File: src/rtl/reg_writeback.sv
// Writeback queue between result producers and the register-file write port.
// Results are held in a small FIFO and retired one per cycle unless the write port is held.
module reg_writeback #(
  parameter int DEPTH     = 4,
  parameter bit DROP_R0   = 1'b1,
  parameter int NUM_REGS  = 32,
  parameter int REG_WIDTH = 32,
  localparam int NRW      = $clog2(NUM_REGS),
  localparam int CW       = $clog2(DEPTH) + 1
) (
  input  logic                 CLK,
  input  logic                 RST,
  input  logic                 in_valid,
  input  logic [NRW-1:0]       in_rd,
  input  logic [REG_WIDTH-1:0] in_data,
  output logic                 in_ready,
  input  logic                 hold,
  output logic [NRW-1:0]       rd,
  output logic [REG_WIDTH-1:0] reg_in,
  output logic                 reg_write_en,
  output logic [NUM_REGS-1:0]  pending,
  output logic [CW-1:0]        count
);

  localparam int PW = $clog2(DEPTH);

  logic [NRW-1:0]       mem_rd   [DEPTH];
  logic [REG_WIDTH-1:0] mem_data [DEPTH];
  logic [PW-1:0]        wr_ptr;
  logic [PW-1:0]        rd_ptr;
  logic [PW-1:0]        offs;
  logic                 push;
  logic                 pop;
  logic                 drop;
  logic                 empty;

  // Ready depends on occupancy only, so a full queue never bypasses a same-cycle pop.
  assign in_ready     = (count != CW'(DEPTH));
  assign empty        = (count == '0);
  assign drop         = DROP_R0 && (in_rd == '0);
  assign push         = in_valid && in_ready && !drop;
  assign reg_write_en = !empty && !hold;
  assign pop          = reg_write_en;
  assign rd           = empty ? '0 : mem_rd[rd_ptr];
  assign reg_in       = empty ? '0 : mem_data[rd_ptr];

  always_ff @(posedge CLK or posedge RST) begin
    if (RST) begin
      wr_ptr <= '0;
      rd_ptr <= '0;
      count  <= '0;
    end else begin
      if (push) wr_ptr <= wr_ptr + PW'(1);
      if (pop)  rd_ptr <= rd_ptr + PW'(1);
      case ({push, pop})
        2'b10:   count <= count + CW'(1);
        2'b01:   count <= count - CW'(1);
        default: count <= count;
      endcase
    end
  end

  // Storage needs no reset: entries are only observed while the pointers mark them valid.
  always_ff @(posedge CLK) begin
    if (push) begin
      mem_rd[wr_ptr]   <= in_rd;
      mem_data[wr_ptr] <= in_data;
    end
  end

  // A slot is live when its distance from the head is below the occupancy.
  always_comb begin
    pending = '0;
    offs    = '0;
    for (int i = 0; i < DEPTH; i++) begin
      offs = PW'(i) - rd_ptr;
      if ({1'b0, offs} < count) pending[mem_rd[i]] = 1'b1;
    end
  end

endmodule
File: config.mk
export PLATFORM = sky130hd
export DESIGN_NAME = reg_writeback
export DESIGN_NICKNAME = d
export VERILOG_FILES = /design/src/rtl/reg_writeback.sv
export SDC_FILE = /design/constraint.sdc
export NUM_CORES = 1
export LEC_CHECK = 0
export ABC_CLOCK_PERIOD_IN_PS = 3400
export CORE_ASPECT_RATIO = 0.75
export CORE_MARGIN = 5
export CORE_UTILIZATION = 56
export CTS_BUF_LIST = sky130_fd_sc_hd__clkbuf_2
export DETAILED_ROUTE_END_ITERATION = 12
export PLACE_DENSITY_LB_ADDON = 0.25
export SYNTH_ARGS = -nofsm -noshare
export SYNTH_HDL_FRONTEND = slang
export SYNTH_SLANG_ARGS = --single-unit
export TNS_END_PERCENT = 1
File: constraint.sdc
create_clock -name CLK -period 3.4 [get_ports CLK]
set_clock_uncertainty 0.2 [all_clocks]
set_input_delay 0.34 -clock CLK [delete_from_list [all_inputs] [get_ports CLK]]
set_output_delay 0.34 -clock CLK [all_outputs]
set_load 0.1 [all_outputs]
After elaboration in Yosys (flattened, before gate mapping)
Memories as Yosys holds them, arrays and structs flattened.
Cells that the tools add are included.
{"block": "word_totals", "mem_bits_rw": 148, "mem_count": 2, "register_bits": 7, "latchBits": 0, "input_bits": 41, "wordCells": 61, "rom_bits": 0, "out_inout_bits": 74}
{"name": "mem_data", "depth": 4, "width": 32, "read_ports": 1, "rd_clocked_by_memory_dff": 0, "wr": 1, "line_no": "28", "source": "logic [REG_WIDTH-1:0] mem_data [DEPTH];"}
{"name": "mem_rd", "depth": 4, "width": 5, "read_ports": 5, "rd_clocked_by_memory_dff": 0, "wr": 1, "line_no": "27", "source": "logic [NRW-1:0] mem_rd [DEPTH];"}
{"block": "classes", "bitwise": 3, "shift": 0, "multipliers": 0, "reduce_logical": 13, "n_eq_ne": 3, "mux": 17, "addsub": 8, "n_div": 0, "magnitude_cmp": 12}
{"cell": "2-to-1 mux 32 bit", "count": 5}
{"cell": "OR 32 bit", "count": 3}
{"cell": "< comparator 5 x 6 -> 1 bit (second input constant)", "count": 4}
{"cell": "demux 1 bit (select 5 bit)", "count": 4}
{"cell": "greater-or-equal comparator 5 x 1 -> 1 bit (second input constant)", "count": 4}
{"cell": "< comparator 2 x 3 -> 1 bit", "count": 4}
{"cell": "logical AND 1 bit", "count": 7}
{"cell": "2-to-1 mux 1 bit", "count": 6}
{"cell": "one-hot mux 3 bit (2 select lines)", "count": 1}
{"cell": "logical NOT 5 bit", "count": 1}
{"cell": "2-to-1 mux 5 bit", "count": 1}
{"cell": "adder 2 x 1 -> 2 bit (second input constant)", "count": 2}
{"cell": "subtractor 1 x 2 -> 2 bit (first input constant)", "count": 2}
{"cell": "subtractor 2 bit (first input constant)", "count": 2}
{"cell": "adder 3 x 1 -> 3 bit (second input constant)", "count": 1}
{"cell": "logical NOT 1 bit", "count": 3}
{"cell": "logical NOT 3 bit", "count": 1}
{"cell": "inequality test 3 bit (second input constant)", "count": 1}
{"cell": "subtractor 3 x 1 -> 3 bit (second input constant)", "count": 1}
{"cell": "== test 2 x 1 -> 1 bit (second input constant)", "count": 1}
{"cell": "== test 2 bit (second input constant)", "count": 1}
{"cell": "nonzero test 2 bit", "count": 1}

Depth between registers and ports, before layout
{"block": "depth", "ltp_word": 11, "depth_mapped": 10, "depth_no_buf": 10}

Worst setup path after synthesis
OpenSTA, ideal clock, no wires.
{"block": "synth_timing", "kind": "register to register", "startpoint": "reg count[2]", "endpoint": "reg count[2]", "arrival_ps": 4129, "synth_period_minus_slack_ps": 4408, "setup_slack_ps": -1008, "path_stages_with_launch": 11, "required_ps": 3121, "setup_ps": 79, "n_path_buf": 2, "cell_sequence": "dfrtp_1 buf_2 nor3_1 clkbuf_2 nor2_1 ha_1 inv_1 fa_1 xor2_1 nor2_1 xor2_1"}
{"block": "synth_between", "elab_chain_len": 5, "word_cells_on_any_way": 12, "cone_classes": "2 x add/sub; 3 x eq/ne; 1 x mux; 6 x reduce/logical"}
{"item": "from (decl)", "line_no": "22", "source": "output logic [CW-1:0] count"}
{"item": "from (signal assigned)", "line_no": "56", "source": "2'b10: count <= count + CW'(1);"}
{"item": "from (signal assigned)", "line_no": "57", "source": "2'b01: count <= count - CW'(1);"}
{"item": "from (signal assigned)", "line_no": "58", "source": "default: count <= count;"}
{"item": "logical NOT 3 bit *", "line_no": "39", "source": "assign empty = (count == '0);"}
{"item": "logical NOT 1 bit *", "line_no": "42", "source": "assign reg_write_en = !empty && !hold;"}
{"item": "logical AND 1 bit *", "line_no": "42"}
{"item": "named net reg_write_en", "line_no": "20", "source": "output logic reg_write_en,"}
{"item": "== test 2 x 1 -> 1 bit or == test 2 bit (tied branches)", "line_no": "55", "source": "case ({push, pop})"}
{"item": "one-hot mux 3 bit (2 select lines) or nonzero test 2 bit (tied branches)"}
The timed path passes the listed nets; every way through them passes the cells marked *.
A chain may end at the register's enable or synchronous reset.

Worst setup path in the final report
{"block": "layout_timing", "startpoint": "reg rd_ptr[1]", "endpoint": "out pending[8]"}
{"block": "layout_between", "elab_chain_len": 9, "word_cells_on_any_way": 15, "cone_classes": "4 x add/sub; 4 x order compare; 4 x mux; 3 x bitwise"}
{"item": "from (decl)", "line_no": "30", "source": "logic [PW-1:0] rd_ptr;"}
{"item": "from (signal assigned)", "line_no": "54", "source": "if (pop) rd_ptr <= rd_ptr + PW'(1);"}
{"item": "subtractor 1 x 2 -> 2 bit", "line_no": "76", "source": "offs = PW'(i) - rd_ptr;"}
{"item": "< comparator 2 x 3 -> 1 bit", "line_no": "77", "source": "if ({1'b0, offs} < count) pending[mem_rd[i]] = 1'b1;"}
{"item": "2-to-1 mux 32 bit", "line_no": "77"}
{"item": "OR 32 bit (no source line)"}
{"item": "2-to-1 mux 32 bit", "line_no": "77"}
{"item": "OR 32 bit (no source line)"}
{"item": "2-to-1 mux 32 bit", "line_no": "77"}
{"item": "OR 32 bit (no source line)"}
{"item": "2-to-1 mux 32 bit *", "line_no": "77"}
{"item": "to (decl)", "line_no": "21", "source": "output logic [NUM_REGS-1:0] pending,"}
Mark *: on every way between the ends. The rest lies on a longest branch, timed or not.

==> results.md <==
* Outcome: complete, but fails checks
* Failing checks: negative setup slack
* Residual DRC at 0
* Clock Sinks at between 150 and 200
* Num CTS Buffers at 17
* M1 GR Usage at 37.2%
* Die H at 109 um
* TritonCTS clock tree: done
* Slew headroom at 30.0%
* CTS clk-pin slew, worst paths at 0.23 ns
* Starting Density at 56.5%
* Crit path max fanout at 16
* Post-Syn Instances at 462
* Synth Register Bits at around 160
* DRT iter0 DRCs at 648
* WP data required at 2.86 ns
* Synthesized Nets at 513
* Global Route Usage Sum at 26.3%
* Area grow syn2layout at 37.7%
* DR WL/cell at 24.1 um
* Worst min path class: in -> reg
* RSZ-0062 raised after global routing: true
* Unique masters post-synth at 37
* Final wirelength at 19300 um
* Final hold slack at 0.0699 ns
* Fmax at just under 300 MHz
* Slew @ Worst Pin at 1.05 ns
* Worst-Skew Late Latency at 0.73 ns
* Layout cells sized above 1 at 38.8%
* Final hold viol count at 0
* EDFF count, synth at 148
* Top Ports at 115
* Period minus WS final at 3.42 ns
* Seq/Total Area, Yosys at approximately 63%
* Most crowded layer after global routing: met2
* Async SR Flop Fraction at 4.52%
* Largest net degree at the start of global routing at 40
* Num rows at 36
* Final ANT Viol Nets at 0
* DRT Pass-1 Iters at 5
* CTS root buf: clkbuf_2
* Routability Congestion at between 0.9 and 1
* Final setup margin at -0.0208 ns
* Worst setup EP type: output pin
* Final Cycle Share at 101%
* I/O Buffers at 114
* Max-cap violation count at 0
* Total Nets Final at 665
* Ant diodes at 0
* GR Overflow Total at 0
* CP arrival at 2.88 ns
* Met3 Use GR at under 10%
* Crit Path Class: reg -> out
* Met2 Use GR at around 41%
* Setup violators final at 1
* Initial antenna violation count at 0
* Slew Limit Fails at 0
* Die area at 15400 um^2
* Avg Synthesized Cell Area at 15.8 um^2
* Vias in the first global route at 5307
* DR vias at about 5.1k
* Most frequent cells in the layout: edfxtp_1, buf_4, clkdlybuf4s50_1
* First-pass GRT wire length at about 30000 um
* Ys flop type: edfxtp_1
* DP HPWL at 12700 um
* Core area at approximately 13000 um^2
* Synth Warn # at 0
* H-Tree Depth at 4
* Synthesized area at 7280 um^2
* Die width at 142 um
* Commonest non-fill, non-tap cell in the layout: edfxtp_1
* Drt via density at ~6.4
* Element type at the critical path start: flip-flop
* Max Root-Sink Buffers at 2
critical path: stages (launching register included):
cell and delay (ns):
dfrtp_2 0.51, xor2_2 0.18, inv_1 0.06, ha_1 0.29, nor2b_4 0.22, a211oi_4 0.09
buf_12 0.17, a22oi_1 0.28, o221ai_4 0.16, buf_12 0.19
flip-flops by register name, summed over array words and instances (netlist names):
signal,flops
count,3
mem_data,128
mem_rd,20
rd_ptr,2
wr_ptr,2
metrics by stage:
step	setup TNS (ns)	cell area [um^2]	cells	utilization, %	setup slack [ns]
finish	-0.0208	10000	798	77.9	-0.0208
global route	-3.16	10000	798	77.9	-0.125
CTS	-0.00382	9920	794	77.0	-0.00310
detailed placement	0	9300	737	72.2	0.323
global placement	0	9300	737	72.2	0.386
floorplan	-5.77	7750	462	-	-0.291
cells in the mapped netlist, types with 5 or more instances:
master,instances,share of area (%)
edfxtp_1,148,61
nor2b_1,40,3.4
mux4_2,37,11
a22oi_1,32,3.3
o221ai_1,32,3.8
nand2_1,24,1.2
nor2_1,24,1.2
nand3_1,13,0.89
nor3_1,13,0.89
buf_2,11,0.76
inv_1,11,0.57
ha_1,9,1.5
nand2b_1,9,0.77
dfrtp_1,7,2.4
and2b_1,5,0.52
layer usage:
layer | vias up | part of all wire [%]
met3 | 47 | 11
met2 | 325 | 47
met1 | 2557 | 40
met4 | 0 | 2.2
li1 | 2161 | -
met5 | - | 0
logic make-up (layout without fill, tap and decap cells):
group           count (synthesis)  in the layout  synth area share (%)
flops                         155            155                  63.4
compound gates                 74             74                  9.16
simple gates                  143            143                  10.7
fa+ha+maj                      10             10                  1.82
buf+inv                        34            199                  2.32
xor+xnor                        7              7                 0.842
mux                            39             39                  11.8
area by class of cell:
class,count,area [um^2]
clock buffers,18,90.1
clock inverters,14,168
fillers,738,2850
inverters,11,41.3
multi-input cells,273,3100
flip-flops and latches,155,4620
well taps,171,214
repair buffers,156,1790
path summary, 6_finish.rpt:
kind / start / endpoint / slack, ns / cells after the start
worst min register to register: wr_ptr[1] / wr_ptr[1] / 0.43 / 1
worst max-delay path: rd_ptr[1] / pending[8] / -0.02 / 9
max in group asynchronous: RST / rd_ptr[0] / 2.54 / 3
min in group asynchronous: RST / count[0] / 0.16 / 3
worst max register to register: count[0] / mem_data[1][0] / 0.75 / 4
worst min-delay path: in_data[18] / mem_data[1][18] / 0.07 / 1
repair_timing:
action                                 4_1_cts  5_1_grt
gates resized for setup                     24       15
endpoints found under the hold margin       82       12
hold buffers                                23        4
setup endpoints to repair                   58       50
pin swaps                                    2        3
buffers inserted                             2        0
Power is left out: the tool's default activity adds up to more than one toggle a clock period on the data nets, which glitch-free logic cannot reach.
